`config.mk`:
```
export PLATFORM = sky130hd
export DESIGN_NAME = riscv_insn_prefetch
export DESIGN_NICKNAME = d
export VERILOG_FILES = /design/src/rtl/riscv_pkg.sv /design/src/rtl/riscv_sync_fifo.sv /design/src/rtl/riscv_insn_prefetch.sv
export SDC_FILE = /design/constraint.sdc
export NUM_CORES = 1
export LEC_CHECK = 0
export ABC_AREA = 1
export ABC_CLOCK_PERIOD_IN_PS = 3800
export CAP_MARGIN = 20
export CORE_MARGIN = 2
export CORE_UTILIZATION = 50
export DETAILED_ROUTE_END_ITERATION = 8
export PLACE_DENSITY = 0.82
export SKIP_LAST_GASP = 1
export SLEW_MARGIN = 20
export SYNTH_ARGS = -nofsm -noshare
export SYNTH_HDL_FRONTEND = slang
export SYNTH_SLANG_ARGS = --single-unit
```
`constraint.sdc`:
```
create_clock -name clock -period 3.8 [get_ports clock]
set_input_delay 0.57 -clock clock [delete_from_list [all_inputs] [get_ports clock]]
set_output_delay 0.57 -clock clock [all_outputs]
set_load 0.01 [all_outputs]
```
`src/rtl/riscv_pkg.sv`:
```
// Shared defaults and the {insn, pc} entry type for the instruction fetch front end.
package riscv_pkg;

  localparam int DEFAULT_XLEN = 32;
  localparam logic [DEFAULT_XLEN-1:0] DEFAULT_RESET_PC = 32'h0000_0000;

  typedef struct packed {
    logic [DEFAULT_XLEN-1:0] insn;
    logic [DEFAULT_XLEN-1:0] pc;
  } insn_entry_t;

endpackage

```
`src/rtl/riscv_sync_fifo.sv`:
```
// Synchronous FIFO with registered storage; flush empties it and takes priority over push/pop.
module riscv_sync_fifo #(
  parameter int WIDTH = 64,
  parameter int DEPTH = 4
) (
  input  logic                       clock,
  input  logic                       reset,
  input  logic                       push,
  input  logic                       pop,
  input  logic                       flush,
  input  logic [WIDTH-1:0]           wdata,
  output logic [WIDTH-1:0]           rdata,
  output logic [$clog2(DEPTH+1)-1:0] count,
  output logic                       full,
  output logic                       empty
);

  localparam int PW = $clog2(DEPTH);
  localparam int CW = $clog2(DEPTH+1);

  logic [WIDTH-1:0] mem [DEPTH];
  logic [PW-1:0]    wr_ptr;
  logic [PW-1:0]    rd_ptr;
  logic             do_push;
  logic             do_pop;

  assign empty   = (count == '0);
  assign full    = (count == CW'(DEPTH));
  assign do_pop  = pop && !empty;
  // A push into a full FIFO is still legal when the head leaves in the same cycle.
  assign do_push = push && (!full || do_pop);
  assign rdata   = mem[rd_ptr];

  always_ff @(posedge clock or negedge reset) begin
    if (!reset) begin
      wr_ptr <= '0;
      rd_ptr <= '0;
      count  <= '0;
      for (int i = 0; i < DEPTH; i++) begin
        mem[i] <= '0;
      end
    end else if (flush) begin
      wr_ptr <= '0;
      rd_ptr <= '0;
      count  <= '0;
    end else begin
      if (do_push) begin
        mem[wr_ptr] <= wdata;
        wr_ptr      <= wr_ptr + PW'(1);
      end
      if (do_pop) begin
        rd_ptr <= rd_ptr + PW'(1);
      end
      count <= count + CW'(do_push) - CW'(do_pop);
    end
  end

  a_no_overflow: assert property (@(posedge clock) disable iff (!reset)
    !(push && full && !pop));
  a_count_bound: assert property (@(posedge clock) disable iff (!reset)
    count <= CW'(DEPTH));

endmodule

```
`src/rtl/riscv_insn_prefetch.sv`:
```
// Instruction prefetch: credit-limited memory requests, in-order response buffering, redirect with drop.
module riscv_insn_prefetch
  import riscv_pkg::*;
#(
  parameter int              XLEN     = DEFAULT_XLEN,
  parameter logic [XLEN-1:0] RESET_PC = DEFAULT_RESET_PC,
  parameter int              DEPTH    = 4
) (
  input  logic            clock,
  input  logic            reset,
  output logic            mem_req_valid,
  input  logic            mem_req_ready,
  output logic [XLEN-1:0] mem_req_addr,
  input  logic            mem_resp_valid,
  input  logic [XLEN-1:0] mem_resp_data,
  output logic            insn_valid,
  input  logic            insn_ready,
  output logic [XLEN-1:0] insn,
  output logic [XLEN-1:0] insn_pc,
  input  logic            redirect_valid,
  input  logic [XLEN-1:0] redirect_pc
);

  localparam int CW = $clog2(DEPTH+1);

  logic [XLEN-1:0] req_pc;
  logic [XLEN-1:0] resp_pc;
  logic [XLEN-1:0] redirect_target;
  logic [CW-1:0]   outstanding;
  logic [CW-1:0]   outstanding_next;
  logic [CW-1:0]   drop;
  logic [CW-1:0]   count;
  logic [CW:0]     credit_used;
  logic            started;
  logic            req_fire;
  logic            keep_resp;
  logic            fifo_full;
  logic            fifo_empty;
  insn_entry_t     wr_entry;
  insn_entry_t     head_entry;

  // Buffered words plus words still in flight may never exceed the FIFO size.
  assign credit_used      = {1'b0, count} + {1'b0, outstanding};
  assign mem_req_valid    = started && !redirect_valid && (credit_used < (CW+1)'(DEPTH));
  assign mem_req_addr     = req_pc;
  assign req_fire         = mem_req_valid && mem_req_ready;
  assign outstanding_next = outstanding + CW'(req_fire) - CW'(mem_resp_valid);
  assign keep_resp        = mem_resp_valid && (drop == '0) && !redirect_valid;
  assign redirect_target  = {redirect_pc[XLEN-1:2], 2'b00};

  assign wr_entry.insn = mem_resp_data;
  assign wr_entry.pc   = resp_pc;
  assign insn_valid    = !fifo_empty;
  assign insn          = head_entry.insn;
  assign insn_pc       = head_entry.pc;

  // started holds requests off until the first edge after reset release.
  always_ff @(posedge clock or negedge reset) begin
    if (!reset) begin
      started     <= 1'b0;
      req_pc      <= RESET_PC;
      resp_pc     <= RESET_PC;
      outstanding <= '0;
      drop        <= '0;
    end else begin
      started     <= 1'b1;
      outstanding <= outstanding_next;
      if (redirect_valid) begin
        req_pc  <= redirect_target;
        resp_pc <= redirect_target;
        drop    <= outstanding_next;
      end else begin
        if (req_fire) begin
          req_pc <= req_pc + XLEN'(4);
        end
        if (mem_resp_valid) begin
          if (drop != '0) begin
            drop <= drop - CW'(1);
          end else begin
            resp_pc <= resp_pc + XLEN'(4);
          end
        end
      end
    end
  end

  riscv_sync_fifo #(
    .WIDTH ($bits(insn_entry_t)),
    .DEPTH (DEPTH)
  ) u_fifo (
    .clock (clock),
    .reset (reset),
    .push  (keep_resp),
    .pop   (insn_valid && insn_ready),
    .flush (redirect_valid),
    .wdata (wr_entry),
    .rdata (head_entry),
    .count (count),
    .full  (fifo_full),
    .empty (fifo_empty)
  );

  a_resp_expected: assert property (@(posedge clock) disable iff (!reset)
    !(mem_resp_valid && outstanding == '0));
  a_addr_aligned: assert property (@(posedge clock) disable iff (!reset)
    mem_req_addr[1:0] == 2'b00);
  a_no_kept_overflow: assert property (@(posedge clock) disable iff (!reset)
    !(keep_resp && fifo_full));

endmodule
```
* Word level (Yosys, flattened, before mapping)
Cells that the tools add are included.
Word-level totals: flip-flop bits (word level) 334, bits in latches 0, RAM bits 0, bits in read-only memories 0, input bits 70, output and inout port bits 98, memories kept 0
Operators by class: add/sub/neg operators 10, multiply operators 0, divide/modulo/power cells 0, magnitude comparators 4, equal/unequal tests 2, shifts and indexed selects 0, multiplexer cells 19, bitwise operators 3, reductions and logical operators 24
Operators by type and width (count):
- $bwmux W256 | 1
- $mux W64 | 3
- $mux W32 | 5
- $bmux W64 S2 | 1
- $demux W64 S2 | 1
- $add A32 B3 Y32 const B | 2
- $mux W3 | 4
- $reduce_bool A2 Y1 | 5
- $logic_and A1 B1 Y1 | 9
- $mux W2 | 4
- $add A3 B1 Y3 | 2
- $ge A3 B3 Y1 const B | 2
- $logic_not A3 Y1 | 2
- $not A2 Y3 | 2
- $reduce_and A2 Y1 | 3
- $sub A3 B1 Y3 | 2
- $add A2 B1 Y2 const B | 2
- $add A3 B3 Y4 | 1
- $lt A4 B3 Y1 const B | 1
- $eq A3 B3 Y1 const B | 1
- $logic_not A1 Y1 | 3
- $lt A3 B1 Y1 const B | 1
- $reduce_bool A3 Y1 | 1
- $sub A3 B1 Y3 const B | 1
- other kinds (3) | 3

* Logic depth before layout (Yosys ltp)
Gate-level depths: netlist (run 1).
word-level depth 9, mapped depth 16

* Hierarchy
Synthesis (run 1) repeated with hierarchy kept, for this count alone.
Unflattened totals: cell total of the unflattened synthesis 2237, area total of the unflattened synthesis 16828.6 um2
Modules (own cells, without submodules):
- riscv_sync_fifo | times used 1, cells each 1499, area an instance 11956.5 um2
- riscv_insn_prefetch | times used 1, cells each 738, area an instance 4872.2 um2

* Least setup slack after synthesis (run 1)
Ideal clock, no wire load.
kind input -> register, start point input port redirect_valid, end point register drop[2], arrival 2.914 ns, path slack 0.757 ns, cell stages on the path 16, buffers on the path 2, cell sequence buf_2 > inv_2 > nand3b_1 > nor2_1 > nand2_1 > clkbuf_1 > ha_1 > inv_1 > ha_1 > inv_1 > fa_1 > xnor2_1 > xor2_1 > inv_1 > o21ai_0 > o21ai_0
On the way: longest elaborated chain between the ends 7
Ends and longest elaborated chain:
- from (decl) | line riscv_insn_prefetch.sv:20 | input logic redirect_valid,
- $logic_not A1 Y1 | line riscv_insn_prefetch.sv:44 | assign mem_req_valid = started && !redirect_valid && (credit_used < (CW+1)'(DEPTH));
- $logic_and A1 B1 Y1 (2 in a row) | line riscv_insn_prefetch.sv:44
- via mem_req_valid | line riscv_insn_prefetch.sv:11 | output logic mem_req_valid,
- $logic_and A1 B1 Y1 | line riscv_insn_prefetch.sv:46 | assign req_fire = mem_req_valid && mem_req_ready;
- $add A3 B1 Y3 | line riscv_insn_prefetch.sv:47 | assign outstanding_next = outstanding + CW'(req_fire) - CW'(mem_resp_valid);
- $sub A3 B1 Y3 | line riscv_insn_prefetch.sv:47
- via outstanding_next[2] | line riscv_insn_prefetch.sv:30 | logic [CW-1:0] outstanding_next;
- $mux W3 | line riscv_insn_prefetch.sv:68 | if (redirect_valid) begin
- to (signal assigned) | line riscv_insn_prefetch.sv:71 | drop <= outstanding_next;
- to (signal assigned) | line riscv_insn_prefetch.sv:78 | drop <= drop - CW'(1);
- to (decl) | line riscv_insn_prefetch.sv:31 | logic [CW-1:0] drop;
The timed path passes the listed nets, and every way through them passes these cells. A chain may end at the register's enable or synchronous reset.

* Final worst setup path (run 1)
start point register u_fifo.rd_ptr[1], end point output port insn[13]
On the way: longest elaborated chain between the ends 4
Ends and longest elaborated chain:
- from (decl) | line riscv_sync_fifo.sv:23 | logic [PW-1:0] rd_ptr;
- from (signal assigned) | line riscv_sync_fifo.sv:52 | rd_ptr <= rd_ptr + PW'(1);
- $not A2 Y3 (implied by the code) | line riscv_sync_fifo.sv:32 | assign rdata = mem[rd_ptr];
- $bmux W64 S2 | line riscv_sync_fifo.sv:32
- $mux W64 (implied by the code) (2 in a row) | line riscv_sync_fifo.sv:32
- to (decl) | line riscv_insn_prefetch.sv:18 | output logic [XLEN-1:0] insn,
Every way passes these cells. The select of a mux whose other input is x is not followed.

==> results of run 1 <==
-- how the worst min path moves through the flow --
stage | end | slack (ns) | startpoint | cells after the start
after floorplan | drop[0] | 0.27 | reset | 0
after global placement | u_fifo.mem[75] | 0.46 | u_fifo.mem[75] | 2
after detailed placement | u_fifo.mem[172] | 0.46 | u_fifo.mem[172] | 2
after CTS | u_fifo.mem[247] | 0.08 | reset | 1
after global routing | u_fifo.mem[247] | 0.11 | reset | 1
final | u_fifo.mem[59] | 0.06 | reset | 1
-- cell usage after synthesis, types with 4 or more instances --
cell type	n	area share
ha_1	14	0.011
clkinv_1	7	0.0016
a21oi_1	26	0.0079
xnor2_1	5	0.0027
nor2_1	197	0.045
buf_4	10	0.0046
inv_2	4	0.00091
nand2_1	718	0.16
inv_1	93	0.021
o221ai_1	4	0.0021
nor2_4	5	0.0034
o211ai_1	13	0.0059
buf_6	23	0.016
o21ai_1	210	0.064
dfrtp_1	322	0.49
nor3_1	12	0.0036
nand3_1	70	0.021
buf_2	30	0.0091
o21bai_1	6	0.0027
xor2_1	20	0.011
clkbuf_1	87	0.020
o22ai_1	62	0.024
o21ai_0	192	0.058
nand4_1	10	0.0038
-- layout by cell type, fill, tap and decap left out, types with 2 or more instances in the layout --
cell type and instances:
o21bai_1 6, inv_2 8, clkinv_2 5, inv_6 2
a21oi_1 26, nand3_1 70, o21ai_0 192, nand4_1 10
nand3b_1 2, clkbuf_16 35, bufinv_16 4, clkinv_1 2
fa_1 2, buf_4 23, ha_1 14, o221ai_1 4
dfrtp_1 321, xnor2_1 5, o211ai_1 13, buf_12 8
conb_1 5, nand2_1 718, o22ai_1 62, clkbuf_8 4
clkdlybuf4s50_1 160, nor2_4 5, clkbuf_1 11, nor3_1 12
nor2_1 197, xor2_1 20, o21ai_1 210, inv_1 93
-- routing by layer --
layer	track usage	wire length, um	up-vias
met5	0	0	-
met4	0.103	1300	0
met3	0.0413	4120	109
met2	0.469	22600	788
met1	0.365	19300	7457
li1	-	-	7208
-- layout make-up --
type                       instances  area [um2]
tap                              442         553
inverter                         105         400
sequential                       322        8060
multi-input combinational       1583        7230
clock buffer                      50         972
timing repair buffer             192        1950
fill                            2787       13200
clock inverter                    13         211
-- state kept, by name, indices dropped and copies added, names as in the netlist --
signal         count
u_fifo.wr_ptr      2
resp_pc           30
u_fifo.rd_ptr      2
mem_req_addr      30
drop               3
u_fifo.count       3
u_fifo.mem       248
outstanding        3
started            1
-- cell families (layout without fill, tap and decap cells) --
kind of cell | Yosys count | count (layout)
compound gates | 518 | 518
xor+xnor | 25 | 25
buf+inv | 256 | 360
other cells | 2 | 5
simple gates | 1019 | 1019
flops | 322 | 322
fa+ha+maj | 16 | 16
-- through the flow --
stage               total power, mW  area, um2  hold WS, ns
finish                         12.5      19400       0.0629
global route                   13.2      19400        0.110
CTS                            12.5      19400       0.0833
detailed placement             8.94      18200        0.463
global placement               8.76      18200        0.456
floorplan                      6.99      16500        0.274
-- report_power, final --
part / switching, mW / internal (mW) / total [mW]
combinational: 2.41 / 1.81 / 4.22
sequential: 0.581 / 4.14 / 4.72
clock: 1.44 / 2.08 / 3.52
==> results.ini, run 1 <==
[clocking]
clockBufferDepth = 3
ctsHoldBuffers = 0
cts_made_buffers = 35
clkSinkCount = 322
cts_tree = yes
cts_max_level = 2
cts-root-buf = clkbuf_16
cts.clk_slew.worst_paths_ns = 0.06
ctsResizeCount = 0
cts_setup_buffers = 0
clock_latency_ns = 0.54

[finish]
final-instance-count-excl-fill = 2707
nNetsFinal = 2325
antenna_cells = 0
drive_gt1_frac = 0.0459
area_growth_pct = 17.5
final_util = 0.596

[timing]
timing.setup.tns_ns = 0
finalWorstSetupSlack_ns = 0.311
grt_setup_unrepaired = false
finalHoldViolations = 0
setup-violations-final = 0
min_period_ns = 3.49
timing.fmax_mhz = 287
period_share = 0.918
worst_pin_slew_ns = 0.966
slew_viol_final = 0
relSlewSlack = 0.352
finClkSkew_ns = 0.0242

[synth]
synth_adder_area_share = 0.0130
synthXorXnorAreaFrac = 0.0133
ys.flop_type = dfrtp_1
ys_seq_area_frac = 0.489
synth-simple-area-share = 0.244
synth-compound-area-share = 0.167
synth.ff_latch_count = 322
synth.avg_cell_area_um2 = 7.64
synth_edf_count = 0
ys_types = 39
async_flop_share = 1.00
syn_area_um2 = 16500
yosys_warnings = 0
synth_top_family_by_area = simple AND/OR/NAND/NOR gates
muxShareOfSynthArea = 0
netlist_instances = 2158

[flow_run]
maxCapViolCount = 0

[worst_setup_path]
path_max_fanout = 29
reg2reg_slack_ns = 0.87
required_ns = 3.23
endpoint = insn[13]
cp_slowest_stage_delay_ns = 0.75
r2r-start = u_fifo.count[1]
cp.arrival_ns = 2.92
cp_cell_sequence = clkinv_1 -> buf_4 -> o21ai_0 -> o22ai_1 -> clkdlybuf4s50_1
crit_family = buffers and inverters
critPathSlowestCell = clkinv_1
critPathCaptureType = output pin
regToRegEndpoint = drop[2]
crit_path_start = u_fifo.rd_ptr[1]
startpoint_type = flop
path_buf_inv = 3
reg2reg_depth = 15
path_depth = 5
crit_type = reg2out

[grt]
overflow = 0
grt_antenna_before_repair = 0
grt_max_degree = 150
grt_pass1_wl_mm = 77.1
track_usage = 0.278
grt_pass1_vias = 15400

[detailed_routing]
dr_total_vias = 15600
routedWlPerCell_um = 17.5
postRouteAntennaNets = 0
vias_per_cell = 5.75
drcViolationCount = 0
dr.first_iter.drc_count = 1650
wl_mm = 47.4
first_pass_iters = 6

[floorplan]
die_h_um = 186
coreArea_um2 = 32500
die_w_um = 186
ios = 168
initial_core_util = 0.507
dieArea_um2 = 34500
core.rowCount = 66

[power_and_ir_drop]
leakage_nw = 9.69
max-vdd-ir-drop_mv = 0.375
cellPowerDensity_nw_per_um2 = 643

[placement]
pre_cts_ws_ns = 0.471
dp.cells = 2644
portBuffers = 161
dp_hpwl_mm = 28.8
gp_congestion = 0.911

[run_status]
status = finished clean

[worst_hold_path]
hold_path.class = in2async

(Power assumes the default switching activity.)
==> run 2, diff against run 1 <==
Settings changed: HOLD_SLACK_MARGIN set to 0.12.
==> results.ini, run 2 (synthesis gave the netlist of run 1 again) <==
[clocking]
clockBufferDepth = 3
ctsResizeCount = 0
cts_max_level = 2
cts_setup_buffers = 0
clkSinkCount = 322
cts.clk_slew.worst_paths_ns = 0.06
cts_tree = yes
cts-root-buf = clkbuf_16
clock_latency_ns = 0.54
cts_made_buffers = 35

[finish]
num-fill-cells = 2786
final_util = 0.596
ff_latch_area_um2 = 8060
nNetsFinal = 2326
top_register = u_fifo.mem
largest_reg_flops = 248
final_area_um2 = 19400
drive_gt1_frac = 0.0459
final_cell_mix = 718 x nand2_1, 321 x dfrtp_1, 210 x o21ai_1
area_growth_pct = 17.6
antenna_cells = 0
multi_input_area_um2 = 7230
layout_commonest_cell = nand2_1
final-instance-count-excl-fill = 2708

[power_and_ir_drop]
swShare = 0.356
cellPowerDensity_nw_per_um2 = 643
max-vdd-ir-drop_mv = 0.375
clkPwrFrac = 0.282
leakage_nw = 9.69
p_switching_mw = 4.44
intPower_mw = 8.03
p_seq_frac = 0.379
p_comb_frac = 0.339

[grt]
grt_max_degree = 150
grt_pass1_vias = 15400
grt_pass1_wl_mm = 77.1
overflow = 0
grt_antenna_before_repair = 0
track_usage = 0.278

[placement]
dp.cells = 2644
dpl_cell_area_um2 = 18200
portBuffers = 161
gp_congestion = 0.911
dp_hpwl_mm = 28.8

[timing]
period_share = 0.920
finalHoldViolations = 0
min_period_ns = 3.50
grt_setup_unrepaired = false
worst_pin_slew_ns = 0.965
relSlewSlack = 0.353
setup-violations-final = 0
timing.fmax_mhz = 286
finClkSkew_ns = 0.0259
slew_viol_final = 0
timing.setup.tns_ns = 0

[detailed_routing]
drcViolationCount = 0
dr.first_iter.drc_count = 1686
first_pass_iters = 7
routedWlPerCell_um = 17.5
wl_mm = 47.4
dr_total_vias = 15600
vias_per_cell = 5.74
postRouteAntennaNets = 0

[worst_setup_path]
crit_type = reg2out
reg2reg_depth = 15
reg2reg_slack_ns = 0.88
cp_cell_sequence = clkinv_1 -> buf_4 -> o21ai_0 -> o22ai_1 -> clkdlybuf4s50_1
critPathCaptureType = output pin
required_ns = 3.23
regToRegEndpoint = drop[2]
path_max_fanout = 29
cp.arrival_ns = 2.93
r2r-start = u_fifo.count[1]
critPathSlowestCell = clkinv_1
startpoint_type = flop
cp_slowest_stage_delay_ns = 0.75

[worst_hold_path]
min_from = u_fifo.mem[132]
hold_path.class = reg2reg
hold-path-endpoint = u_fifo.mem[132]
holdPathStages = 2

[floorplan]
initial_core_util = 0.507
die_w_um = 186
die_h_um = 186
dieArea_um2 = 34500
core.rowCount = 66
coreArea_um2 = 32500
ios = 168

[flow_run]
maxCapViolCount = 0

[run_status]
status = finished clean

run 2: cell count changes in the layout (fill, tap and decap cells not counted):
cell,before,now
dlygate4sd3_1,0,1
run 2: metal layers:
metal,track usage,vias to the layer above,wire length [um]
met3,0.0413,94,3980
met1,0.365,7495,19500
met4,0.103,0,1240
li1,-,7204,-
met5,0,-,0
met2,0.470,759,22700
run 2: area by class of cell:
cell class / instances / area share
flip-flops and latches: 322 / 0.416
well taps: 442 / 0.0285
clock buffers: 50 / 0.0501
multi-input cells: 1583 / 0.373
inverters: 105 / 0.0206
clock inverters: 13 / 0.0109
repair buffers: 193 / 0.101
run 2: worst max-delay path by stage:
stage	from	to	slack (ns)	depth (start not counted)
3_3_place_gp	mem_resp_valid	u_fifo.mem[132]	0.51	10
3_5_place_dp	mem_resp_valid	u_fifo.mem[133]	0.47	10
6_report	u_fifo.rd_ptr[1]	insn[13]	0.30	5
2_1_floorplan	redirect_valid	drop[2]	0.76	16
4_1_cts	u_fifo.rd_ptr[1]	insn[31]	0.33	5
5_1_grt	u_fifo.rd_ptr[1]	insn[7]	0.16	5
run 2: through the flow:
stage                     hold slack [ns]  total power [mW]  setup WS [ns]
after floorplan                     0.274              6.99          0.757
after global routing                0.489              13.2          0.158
after global placement              0.456              8.76          0.505
final                               0.472              12.5          0.305
after CTS                           0.475              12.5          0.325
after detailed placement            0.463              8.94          0.471
run 2: timing repair:
item / in CTS / in global routing
setup endpoints to repair: 0 / 0
hold buffers: 1 / 0
endpoints found under the hold margin: 86 / 0
run 2: power by group through the flow:
stage,logic (mW),clock network [mW],registers (mW)
3_3_place_gp,4.06,0,4.70
2_1_floorplan,2.45,0,4.54
4_1_cts,4.23,3.56,4.69
6_report,4.23,3.52,4.72
3_5_place_dp,4.20,0,4.74
5_1_grt,4.68,3.71,4.80
run 2: critical path, delay by kind of cell (launching register included):
| kind | cells | cell delay [ns] |
|---|---|---|
| buffers and inverters | 3 | 1.80 |
| DFF | 1 | 0.34 |
| AOI/OAI and AO/OA | 2 | 0.25 |
==> RTL change (settings of run 2) <==
`DEPTH` is set to 4 in 2 places; all go to 8.
--- a/src/rtl/riscv_sync_fifo.sv
+++ b/src/rtl/riscv_sync_fifo.sv
@@ -3,3 +3,3 @@
   parameter int WIDTH = 64,
-  parameter int DEPTH = 4
+  parameter int DEPTH = 8
 ) (
--- a/src/rtl/riscv_insn_prefetch.sv
+++ b/src/rtl/riscv_insn_prefetch.sv
@@ -6,3 +6,3 @@
   parameter logic [XLEN-1:0] RESET_PC = DEFAULT_RESET_PC,
-  parameter int              DEPTH    = 4
+  parameter int              DEPTH    = 8
 ) (
Check against the original RTL: same outputs for any inputs over 4 cycles, from zero or initial values and one cycle with reset low; that may be too few to reach the edited logic, so the function may still have changed.
==> RTL change against run 2 <==
Sequential cell count up 253; register-to-register slack improved by 170 ps; die area grew 64%; critical path depth grew 2; routed wire length increased by 63%; combinational power rose by 35%; total power rose by 58%; final area rose by 65%; area after synthesis up 66%; clock power rose by 92%; worst setup slack worse by 90 ps; first-iteration DRC count increased by 45%.
==> RTL change: results (changes against run 2) <==
Timing
  – Rel. slew slack: 0.278 (was 0.353)
  – Hold Worst Slack: 446 ps (was 472 ps)

Finish
  – Layout cells sized above 1: 0.0561 (was 0.0459)
  – FILL cells: 4583 (was 2786)

Critical path
  – R2r worst-path depth: 13 (was 15)
  – Reg-to-Reg Start: outstanding[3] (was u_fifo.count[1])
  – CP peak stage delay: 560 ps (was 750 ps)
  – Worst EP arrival: 3020 ps (was 2930 ps)
  – Worst reg2reg setup slack: 1050 ps (was 880 ps)
  – Critical path peak fanout: 69 (was 29)

Status
  – Status: finished, final reports clean (unchanged)

Global routing
  – Largest net degree at the start of global routing: 125 (was 150)

Synthesis
  – Synth cell count leaders: 1163 x nand2_1, 575 x dfrtp_1, 455 x nor2_1 (was 718 x nand2_1, 322 x dfrtp_1, 210 x o21ai_1)
  – Register area share after synthesis: 0.526 (was 0.489)
  – Netlist cell types: 38 (was 39)
  – Area contributors post-synth: dfrtp_1 53%, nand2_1 16%, nor2_1 6.2% (was dfrtp_1 49%, nand2_1 16%, o21ai_1 6.4%)

Placed design
  – Pre-CTS WS: 664 ps (was 471 ps)
  – HPWL Detailed: 45.8 mm (was 28.8 mm)

Drt
  – WL/cell: 18.2 um (was 17.5 um)
  – Initial DRC count: 2443 (was 1686)
  – DRT met1 WL: 32.4 mm (was 19.5 mm)
  – Met3 Routed Length: 6.37 mm (was 3.98 mm)
  – Routed WL: 77.3 mm (was 47.4 mm)

Power
  – P_leak: 15.4 nW (was 9.69 nW)

Clock network
  – Clk_lat worst skew: 660 ps (was 540 ps)
  – CTS buffer count: 60 (was 35)

Hold path
  – Worst hold stages: 3 (was 2)
  – Hold WC Path Type: input pin to flop (was flop to flop)
RTL change: stage by stage:
step | total power [mW] | utilization
floorplan | 10.5 | -
global placement | 12.8 | 0.549
detailed placement | 12.9 | 0.549
CTS | 19.7 | 0.592
global route | 20.7 | 0.593
finish | 19.7 | 0.593
RTL change: repair_timing:
action	CTS	global route
hold buffers	1	0
endpoints found under the hold margin	83	0
gates resized for setup	0	2
endpoints found under the setup margin	0	6
RTL change: metal layers:
metal  vias to the layer above  global-route usage
met5                         -                   0
met2                      1103               0.438
met3                       181              0.0467
met1                     11725               0.374
met4                         0               0.108
li1                      11379                   -
RTL change: how the worst max path moves through the flow:
stage | start | end | slack [ps] | cells after the start
floorplan | outstanding[3] | drop[2] | 1060 | 13
global placement | mem_resp_valid | u_fifo.mem[497] | 740 | 9
detailed placement | mem_resp_valid | u_fifo.mem[475] | 660 | 9
CTS | u_fifo.rd_ptr[0] | insn_pc[17] | 100 | 6
global route | u_fifo.rd_ptr[0] | insn[29] | 80 | 7
finish | u_fifo.rd_ptr[0] | insn_pc[22] | 210 | 7
RTL change: area by class of cell:
cell class	count	area share
Clock buffer	77	0.0526
Clock inverter	35	0.0196
Inverter	148	0.0178
Sequential cell	575	0.450
Timing Repair Buffer	219	0.0747
Multi-Input combinational cell	2509	0.358
Tap cell	696	0.0272
RTL change: power groups by stage:
| stage | clock network (mW) | logic, mW | registers [mW] |
|---|---|---|---|
| final | 6.76 | 5.69 | 7.23 |
| after global routing | 7.09 | 6.27 | 7.29 |
| after CTS | 6.82 | 5.69 | 7.21 |
| after detailed placement | 0 | 5.64 | 7.30 |
| after global placement | 0 | 5.53 | 7.29 |
| after floorplan | 0 | 3.37 | 7.14 |
RTL change: kinds of logic (layout without fill, tap and decap cells):
group / count (synthesis) / count (layout) / synth area share
buffers and inverters: 368 / 479 / 0.0578
AO/OA/AOI/OAI: 703 / 703 / 0.148
other: 2 / 5 / 0.000274
flip-flops: 575 / 575 / 0.526
AND/OR/NAND/NOR: 1751 / 1751 / 0.249
XOR/XNOR: 30 / 30 / 0.00960
adder cells (fa/ha/maj): 20 / 20 / 0.00969
RTL change: worst min-delay path: stages:
cell     delay (ps)
buf_2           120
buf_4           280
a21oi_1          70
